--- config.mk ---
export PLATFORM = sky130hd
export DESIGN_NAME = branch_predict_ctrl_flat
export DESIGN_NICKNAME = d
export VERILOG_FILES = /design/src/rtl/branch_predict_ctrl_pkg.sv /design/src/rtl/branch_predict_ctrl_if.sv /design/src/rtl/branch_predict_ctrl_btb.sv /design/src/rtl/branch_predict_ctrl.sv /design/src/flat_wrapper.sv
export SDC_FILE = /design/constraint.sdc
export NUM_CORES = 2
export LEC_CHECK = 0
export BUFFER_PORTS_ARGS = -buffer_cell sky130_fd_sc_hd__buf_4
export CORE_ASPECT_RATIO = 0.5
export CORE_MARGIN = 1
export CORE_UTILIZATION = 65
export CTS_CLUSTER_SIZE = 40
export DETAILED_ROUTE_END_ITERATION = 8
export PLACE_DENSITY = 0.83
export SLEW_MARGIN = 20
export SYNTH_ARGS = -nofsm -noshare
export SYNTH_HDL_FRONTEND = slang
export SYNTH_SLANG_ARGS = --single-unit
--- constraint.sdc ---
create_clock -name clk -period 6.3 [get_ports clk]
set_input_delay 0 -clock clk [delete_from_list [all_inputs] [get_ports clk]]
set_output_delay 0 -clock clk [all_outputs]
set_load 0.005 [all_outputs]
--- src/rtl/branch_predict_ctrl_pkg.sv ---
// Shared types for the front-end PC-select controller: pcmux select encoding,
// BHT counter states, BTB entry layout and the counter update helper.
package pcmux_pkg;
  typedef enum logic [2:0] {
    pc_plus4   = 3'd0,
    br_predict = 3'd1,
    alu_out    = 3'd2,
    alu_mod2   = 3'd3,
    br_en      = 3'd4
  } pcmux_sel_t;
endpackage

package bp_types;
  localparam int unsigned BP_IDX_W      = 5;
  // Tag field sized for the smallest legal index; unused upper bits stay zero
  localparam int unsigned BTB_TAG_MAX_W = 30;

  typedef enum logic [1:0] {
    SNT = 2'b00,
    WNT = 2'b01,
    WT  = 2'b10,
    ST  = 2'b11
  } bp_cnt_t;

  typedef struct packed {
    logic                     valid;
    logic                     uncond;
    logic [BTB_TAG_MAX_W-1:0] tag;
    logic [31:0]              target;
  } btb_entry_t;

  function automatic bp_cnt_t bp_cnt_next(input bp_cnt_t cnt, input logic taken);
    bp_cnt_t nxt;
    nxt = cnt;
    if (taken && cnt != ST) nxt = bp_cnt_t'(2'(cnt + 2'd1));
    else if (!taken && cnt != SNT) nxt = bp_cnt_t'(2'(cnt - 2'd1));
    return nxt;
  endfunction
endpackage

--- src/rtl/branch_predict_ctrl_if.sv ---
// IF/EX-side bus of the PC-select controller. BP_PERF_CNT_EN adds the
// perf_br_cnt / perf_misp_cnt counter outputs.
interface branch_predict_ctrl_if;
  logic [31:0]             if_pc;
  pcmux_pkg::pcmux_sel_t   pcmux_sel;
  logic                    pred_taken;
  logic [31:0]             pred_target;
  logic [31:0]             redirect_pc;
  logic                    flush;
  logic                    ex_valid;
  logic                    ex_stall;
  logic                    ex_is_br;
  logic                    ex_is_jal;
  logic                    ex_is_jalr;
  logic [31:0]             ex_pc;
  logic                    ex_br_en;
  logic [31:0]             ex_target;
  logic                    ex_pred_taken;
  logic [31:0]             ex_pred_target;
`ifdef BP_PERF_CNT_EN
  logic [31:0]             perf_br_cnt;
  logic [31:0]             perf_misp_cnt;

  modport master (
    output if_pc, ex_valid, ex_stall, ex_is_br, ex_is_jal, ex_is_jalr, ex_pc,
           ex_br_en, ex_target, ex_pred_taken, ex_pred_target,
    input  pcmux_sel, pred_taken, pred_target, redirect_pc, flush,
           perf_br_cnt, perf_misp_cnt
  );
  modport slave (
    input  if_pc, ex_valid, ex_stall, ex_is_br, ex_is_jal, ex_is_jalr, ex_pc,
           ex_br_en, ex_target, ex_pred_taken, ex_pred_target,
    output pcmux_sel, pred_taken, pred_target, redirect_pc, flush,
           perf_br_cnt, perf_misp_cnt
  );
`else
  modport master (
    output if_pc, ex_valid, ex_stall, ex_is_br, ex_is_jal, ex_is_jalr, ex_pc,
           ex_br_en, ex_target, ex_pred_taken, ex_pred_target,
    input  pcmux_sel, pred_taken, pred_target, redirect_pc, flush
  );
  modport slave (
    input  if_pc, ex_valid, ex_stall, ex_is_br, ex_is_jal, ex_is_jalr, ex_pc,
           ex_br_en, ex_target, ex_pred_taken, ex_pred_target,
    output pcmux_sel, pred_taken, pred_target, redirect_pc, flush
  );
`endif
endinterface

--- src/rtl/branch_predict_ctrl_btb.sv ---
// Tagged BTB: flop array with asynchronous read, tag compare and one
// clocked write port. Reset clears only the valid bits.
module bp_btb
  import bp_types::*;
#(
  parameter int unsigned IDX_W = BP_IDX_W
) (
  input  logic        clk,
  input  logic        rst,
  input  logic [31:2] rd_pc,
  output logic        rd_hit,
  output logic        rd_uncond,
  output logic [31:0] rd_target,
  input  logic        wr_en,
  input  logic [31:2] wr_pc,
  input  logic        wr_uncond,
  input  logic [31:0] wr_target
);
  localparam int unsigned DEPTH = 1 << IDX_W;
  localparam int unsigned TAG_W = 32 - IDX_W - 2;

  btb_entry_t               mem [DEPTH];
  logic [IDX_W-1:0]         rd_idx;
  logic [IDX_W-1:0]         wr_idx;
  logic [BTB_TAG_MAX_W-1:0] rd_tag;
  logic [BTB_TAG_MAX_W-1:0] wr_tag;
  btb_entry_t               rd_entry;

  assign rd_idx   = rd_pc[IDX_W+1:2];
  assign wr_idx   = wr_pc[IDX_W+1:2];
  assign rd_tag   = BTB_TAG_MAX_W'(rd_pc[31 -: TAG_W]);
  assign wr_tag   = BTB_TAG_MAX_W'(wr_pc[31 -: TAG_W]);
  assign rd_entry = mem[rd_idx];

  assign rd_hit    = rd_entry.valid && (rd_entry.tag == rd_tag);
  assign rd_uncond = rd_entry.uncond;
  assign rd_target = rd_entry.target;

  always_ff @(posedge clk) begin
    if (rst) begin
      for (int unsigned i = 0; i < DEPTH; i++) mem[i].valid <= 1'b0;
    end else if (wr_en) begin
      mem[wr_idx] <= '{valid: 1'b1, uncond: wr_uncond, tag: wr_tag, target: wr_target};
    end
  end
endmodule

--- src/rtl/branch_predict_ctrl.sv ---
// Front-end PC-select controller: BHT + BTB prediction in IF, resolve and
// training from EX. Optional BP_PERF_CNT_EN adds saturating perf counters.
module branch_predict_ctrl
  import bp_types::*;
  import pcmux_pkg::*;
#(
  parameter int unsigned IDX_W = BP_IDX_W
) (
  input  logic                 clk,
  input  logic                 rst,
  branch_predict_ctrl_if.slave bus
);
  localparam int unsigned DEPTH = 1 << IDX_W;

  bp_cnt_t          bht [DEPTH];
  logic [IDX_W-1:0] if_idx;
  logic [IDX_W-1:0] ex_idx;
  bp_cnt_t          if_cnt;
  logic             btb_hit;
  logic             btb_uncond;
  logic [31:0]      btb_target;

  logic             act;
  logic             is_cond;
  logic             misp;
  logic             actual_taken;
  logic             btb_wr;

  pcmux_sel_t       sel;
  logic             flush;
  logic             pred_taken;
  logic [31:0]      pred_target;
  logic [31:0]      redirect_pc;

  assign if_idx = bus.if_pc[IDX_W+1:2];
  assign ex_idx = bus.ex_pc[IDX_W+1:2];
  assign if_cnt = bht[if_idx];

  bp_btb #(.IDX_W(IDX_W)) u_btb (
    .clk       (clk),
    .rst       (rst),
    .rd_pc     (bus.if_pc[31:2]),
    .rd_hit    (btb_hit),
    .rd_uncond (btb_uncond),
    .rd_target (btb_target),
    .wr_en     (btb_wr),
    .wr_pc     (bus.ex_pc[31:2]),
    .wr_uncond (bus.ex_is_jal),
    .wr_target (bus.ex_target)
  );

  assign act     = bus.ex_valid && !bus.ex_stall &&
                   (bus.ex_is_br || bus.ex_is_jal || bus.ex_is_jalr);
  assign is_cond = bus.ex_is_br && !bus.ex_is_jal && !bus.ex_is_jalr;
  assign btb_wr  = act && !bus.ex_is_jalr &&
                   (bus.ex_is_jal || (bus.ex_is_br && bus.ex_br_en));

  // Resolve: JALR always redirects, JAL must be predicted taken to the right target
  always_comb begin
    misp         = 1'b0;
    actual_taken = 1'b0;
    if (bus.ex_is_jalr) begin
      actual_taken = 1'b1;
      misp         = 1'b1;
    end else if (bus.ex_is_jal) begin
      actual_taken = 1'b1;
      misp         = !bus.ex_pred_taken || (bus.ex_pred_target != bus.ex_target);
    end else if (bus.ex_is_br) begin
      actual_taken = bus.ex_br_en;
      misp         = (bus.ex_br_en != bus.ex_pred_taken) ||
                     (bus.ex_br_en && bus.ex_pred_taken &&
                      (bus.ex_pred_target != bus.ex_target));
    end
  end

  // PC select: EX correction outranks the IF prediction; reset forces idle outputs
  always_comb begin
    sel         = pc_plus4;
    flush       = 1'b0;
    pred_taken  = 1'b0;
    pred_target = 32'd0;
    redirect_pc = 32'd0;
    if (!rst) begin
      pred_taken  = btb_hit && (btb_uncond || if_cnt[1]);
      pred_target = btb_hit ? btb_target : bus.if_pc + 32'd4;
      if (act) redirect_pc = bus.ex_pc + 32'd4;
      if (act && bus.ex_is_jalr) begin
        sel   = alu_mod2;
        flush = 1'b1;
      end else if (act && misp && actual_taken) begin
        sel   = alu_out;
        flush = 1'b1;
      end else if (act && misp) begin
        sel   = br_en;
        flush = 1'b1;
      end else if (pred_taken) begin
        sel = br_predict;
      end
    end
  end

  always_ff @(posedge clk) begin
    if (rst) begin
      for (int unsigned i = 0; i < DEPTH; i++) bht[i] <= WNT;
    end else if (act && is_cond) begin
      bht[ex_idx] <= bp_cnt_next(bht[ex_idx], bus.ex_br_en);
    end
  end

  assign bus.pcmux_sel   = sel;
  assign bus.flush       = flush;
  assign bus.pred_taken  = pred_taken;
  assign bus.pred_target = pred_target;
  assign bus.redirect_pc = redirect_pc;

`ifdef BP_PERF_CNT_EN
  logic [31:0] perf_br_q;
  logic [31:0] perf_misp_q;

  always_ff @(posedge clk) begin
    if (rst) begin
      perf_br_q   <= 32'd0;
      perf_misp_q <= 32'd0;
    end else begin
      if (act && perf_br_q != 32'hFFFF_FFFF) perf_br_q <= perf_br_q + 32'd1;
      if (flush && perf_misp_q != 32'hFFFF_FFFF) perf_misp_q <= perf_misp_q + 32'd1;
    end
  end

  assign bus.perf_br_cnt   = perf_br_q;
  assign bus.perf_misp_cnt = perf_misp_q;
`endif
endmodule

--- src/flat_wrapper.sv ---
// flat-port wrapper written by rule: the top's interface ports become plain ports
module branch_predict_ctrl_flat import bp_types::*; import pcmux_pkg::*;
#(
  parameter int unsigned IDX_W = BP_IDX_W
)
  (clk, rst, bus_if_pc, bus_ex_valid, bus_ex_stall, bus_ex_is_br, bus_ex_is_jal, bus_ex_is_jalr, bus_ex_pc, bus_ex_br_en, bus_ex_target, bus_ex_pred_taken, bus_ex_pred_target, bus_pcmux_sel, bus_pred_taken, bus_pred_target, bus_redirect_pc, bus_flush);
  branch_predict_ctrl_if bus_i ();
  input  logic clk;
  input  logic rst;
  input wire logic [$bits(bus_i.if_pc)-1:0] bus_if_pc;
  input wire logic [$bits(bus_i.ex_valid)-1:0] bus_ex_valid;
  input wire logic [$bits(bus_i.ex_stall)-1:0] bus_ex_stall;
  input wire logic [$bits(bus_i.ex_is_br)-1:0] bus_ex_is_br;
  input wire logic [$bits(bus_i.ex_is_jal)-1:0] bus_ex_is_jal;
  input wire logic [$bits(bus_i.ex_is_jalr)-1:0] bus_ex_is_jalr;
  input wire logic [$bits(bus_i.ex_pc)-1:0] bus_ex_pc;
  input wire logic [$bits(bus_i.ex_br_en)-1:0] bus_ex_br_en;
  input wire logic [$bits(bus_i.ex_target)-1:0] bus_ex_target;
  input wire logic [$bits(bus_i.ex_pred_taken)-1:0] bus_ex_pred_taken;
  input wire logic [$bits(bus_i.ex_pred_target)-1:0] bus_ex_pred_target;
  output wire logic [$bits(bus_i.pcmux_sel)-1:0] bus_pcmux_sel;
  output wire logic [$bits(bus_i.pred_taken)-1:0] bus_pred_taken;
  output wire logic [$bits(bus_i.pred_target)-1:0] bus_pred_target;
  output wire logic [$bits(bus_i.redirect_pc)-1:0] bus_redirect_pc;
  output wire logic [$bits(bus_i.flush)-1:0] bus_flush;
  assign bus_i.if_pc = bus_if_pc;
  assign bus_i.ex_valid = bus_ex_valid;
  assign bus_i.ex_stall = bus_ex_stall;
  assign bus_i.ex_is_br = bus_ex_is_br;
  assign bus_i.ex_is_jal = bus_ex_is_jal;
  assign bus_i.ex_is_jalr = bus_ex_is_jalr;
  assign bus_i.ex_pc = bus_ex_pc;
  assign bus_i.ex_br_en = bus_ex_br_en;
  assign bus_i.ex_target = bus_ex_target;
  assign bus_i.ex_pred_taken = bus_ex_pred_taken;
  assign bus_i.ex_pred_target = bus_ex_pred_target;
  assign bus_pcmux_sel = bus_i.pcmux_sel;
  assign bus_pred_taken = bus_i.pred_taken;
  assign bus_pred_target = bus_i.pred_target;
  assign bus_redirect_pc = bus_i.redirect_pc;
  assign bus_flush = bus_i.flush;
  branch_predict_ctrl #(.IDX_W(IDX_W)) u_core (.clk(clk), .rst(rst), .bus(bus_i));
endmodule
==> qor.yml <==
run_status:
  status: "finished, violations left"
  violations: "design-rule violations"
synthesis:
  yosysWarnings: 0
  synth-seq-cells: 1952
  syn_inst: 3756
  synth_top_area_share: 0.738
  syn_area_mm2: 0.0782
  syn_nets: 3901
  yosys_most_used_dff: "edfxtp_1"
  synth-edff-count: 1920
  synthDistinctLibCells: 80
  yosysSeqAreaShare: 0.746
  async_reset_ff_frac: 0
  yosys.area.top_type: "edfxtp_1"
  netlist_top_cells_area: "edfxtp_1, mux4_2, mux2i_1, dfxtp_1, nor2_1"
  post_synth.cell_area_avg_um2: 20.8
clock_network:
  cts_resized: 0
  clock-sinks: 1952
  postCtsSetupRepairBufs: 0
  cts_root_buf: "clkbuf_16"
  clockBufferDepth: 3
  cts_tree: "done"
  h-tree-depth: 4
  clock_latency_ns: 0.82
  hold_buffers: 67
  cts.clk_slew.worst_paths_ns: 0.07
  numCtsBuffers: 158
setup_path:
  crit_type: "in -> out"
  path_max_fanout: 73
  worstPathArrival_ns: 5.13
  rrSetupSlack_ns: 2.35
  startpoint: "bus_if_pc[2]"
  critPathCaptureType: "output pin"
  startpoint_type: "input port"
  endpoint: "bus_pred_target[2]"
  ff2ff_path_depth: 13
  rr_endpoint: "u_core.bht[29][0]$_SDFFCE_PN1P_"
  rr_startpoint: "u_core.bht[22][1]$_SDFFCE_PN0P_"
  required_ns: 6.30
finish:
  fin_nets: 4222
  fin_cells: 5801
  syn_to_final_growth_pct: 12.2
  utilization: 0.739
  final_layout_size_suffix_gt1_frac: 0.280
  n_fill_cell: 5988
  design_area_mm2: 0.0876
grt:
  grt_overflow: 0
  grt_max_degree: 137
  grt_pass1_wl_um: 328000
  grt_usage: 0.394
  first_global_vias: 43800
  antenna_found_initial: 5
sta:
  fin_ws_ns: 1.17
  grt_setup_unrepaired: "no"
  tns_ns: 0
  clock_skew_ns: 0.0145
  setup_violations: 0
  max_slew_margin: 0.180
  finalCritPeriodShare: 0.814
  worstMarginPinSlew_ns: 1.23
  fmax_mhz: 195
  drv_slew: 0
  period_minus_slack_ns: 5.13
  hold_violations: 0
placed_design:
  pre_cts_slack_ns: 1.31
  post_dp_cell_area_mm2: 0.0819
  place_inst: 5441
  dp_hpwl_um: 121000
  gp_congestion: 0.931
  place.port_buffers: 205
hold_path:
  hp-class: "in -> reg"
routing:
  drtAntennaViolNets: 0
  dr.pass1.iters: 9
  via_count: 44500
  drc: 3
  dr.first_iter.drc_count: 8082
  wl_per_cell_um: 40.7
  viasPerCell: 7.68
  routed_wirelength_um: 236000
run:
  maxCapViolations: 0
die:
  io_pins: 206
  rows: 89
  start_util: 0.659
  die_area_mm2: 0.122
  fp.dieH_um: 247
  die_w_um: 492
  core_mm2: 0.119
power_and_ir_drop:
  vdd_drop_max_uv: 353
  powerDensity_mw_per_mm2: 297
  p_leak_nw: 27.8
## worst min-delay path by stage
stage,from,endpoint,depth (start not counted)
after detailed placement,bus_ex_pc[0],bus_redirect_pc[0],4
after global routing,bus_ex_pc[2],u_core.bht[31][0]$_SDFFCE_PN1P_,3
after floorplan,bus_ex_pc[0],bus_redirect_pc[0],2
final,bus_ex_pc[2],u_core.bht[30][0]$_SDFFCE_PN1P_,4
after global placement,bus_ex_pc[0],bus_redirect_pc[0],4
after CTS,bus_ex_pc[2],u_core.bht[30][0]$_SDFFCE_PN1P_,4
## cells in the mapped netlist, drive strengths merged, types with 6 or more instances
master / instances
edfxtp: 1920
o22ai: 35
nand2: 90
a211oi: 62
mux2: 8
buf: 106
mux4: 493
nor3: 67
inv: 55
a211o: 6
o221ai: 37
a22o: 35
and2: 6
dfxtp: 32
mux2i: 138
xor2: 30
o21a: 8
and3: 18
a221oi: 11
ha: 8
xnor2: 60
or2: 31
nand3: 34
clkbuf: 108
nor4b: 9
nand2b: 10
nand3b: 7
a21oi: 22
nand4: 31
nor2: 162
nor2b: 10
o21ai: 17
a22oi: 19
## final cells by class
cell class | instances | area [um2] | area share
Multi-Input combinational cell | 1529 | 18700 | 0.213
Clock inverter | 93 | 865 | 0.00986
Antenna cell | 3 | 7.51 | 0.0000857
Tap cell | 1592 | 1990 | 0.0227
Timing Repair Buffer | 381 | 3370 | 0.0384
Clock buffer | 196 | 4200 | 0.0480
Sequential cell | 1952 | 58300 | 0.665
Inverter | 55 | 209 | 0.00238
## kinds of logic after synthesis
group,after synthesis,synth area share
and+or+nand+nor,505,0.0330
DFF,1952,0.746
muxes,639,0.161
adders and majority gates,8,0.00128
buffers and inverters,275,0.0185
xor gates and xnor gates,90,0.0101
AOI/OAI and AO/OA,287,0.0300
## metal layers
layer	global-route usage	part of all wire	wire [um]
met5	0	0.00025	59
met4	0.242	0.072	17000
met3	0.117	0.16	36900
met2	0.601	0.46	108000
met1	0.508	0.31	74400
## stage by stage
step | total power, mW | hold slack, ns
5_1_grt | 26.5 | 0.137
3_3_place_gp | 16.0 | 0.296
4_1_cts | 25.9 | 0.0357
3_5_place_dp | 16.1 | 0.314
2_1_floorplan | 15.4 | 0.0707
6_report | 26.0 | 0.0539
## layout by cell type, fill, tap and decap left out, types with 19 or more instances in the layout
cell / synthesis / layout
a211oi_1: 25 / 25
a211oi_2: 37 / 37
a21oi_1: 21 / 21
a22o_1: 35 / 35
buf_12: 1 / 23
buf_4: 20 / 285
clkbuf_1: 108 / 33
clkbuf_16: 0 / 163
clkinv_1: 0 / 30
clkinv_2: 0 / 37
dfxtp_1: 32 / 32
dlygate4sd3_1: 1 / 67
edfxtp_1: 1920 / 1920
inv_1: 54 / 53
mux2i_1: 138 / 138
mux4_2: 487 / 487
nand2_1: 90 / 89
nand3_1: 34 / 34
nand4_1: 30 / 30
nor2_1: 143 / 110
nor2_2: 19 / 19
nor2_4: 0 / 33
nor3_1: 67 / 67
o221ai_1: 37 / 37
o22ai_1: 35 / 35
or2_2: 31 / 31
xnor2_1: 60 / 59
xor2_1: 30 / 30
## power breakdown
| part | total [mW] | internal [mW] | switching (mW) |
|---|---|---|---|
| Sequential | 14.3 | 14.3 | 0.0124 |
| Clock | 10.1 | 5.32 | 4.82 |
| Combinational | 1.61 | 0.605 | 1.01 |
## critical path, stage by stage
cell and delay (ns):
buf_8 0.57, buf_4 0.57, buf_4 0.49, mux4_2 0.56
a22o_1 0.24, a211oi_1 0.40, nor3_1 0.14, nor3_1 0.32
nand4_1 0.20, nor4_4 0.46, buf_12 0.42, nor2_1 0.08
a311oi_1 0.35, buf_4 0.19
## registers in the layout, summed over array words and instances (netlist names)
signal and flops:
u_core.u_btb.mem 1888, u_core.bht 64
Note: power is estimated with default switching activity, not from simulation.
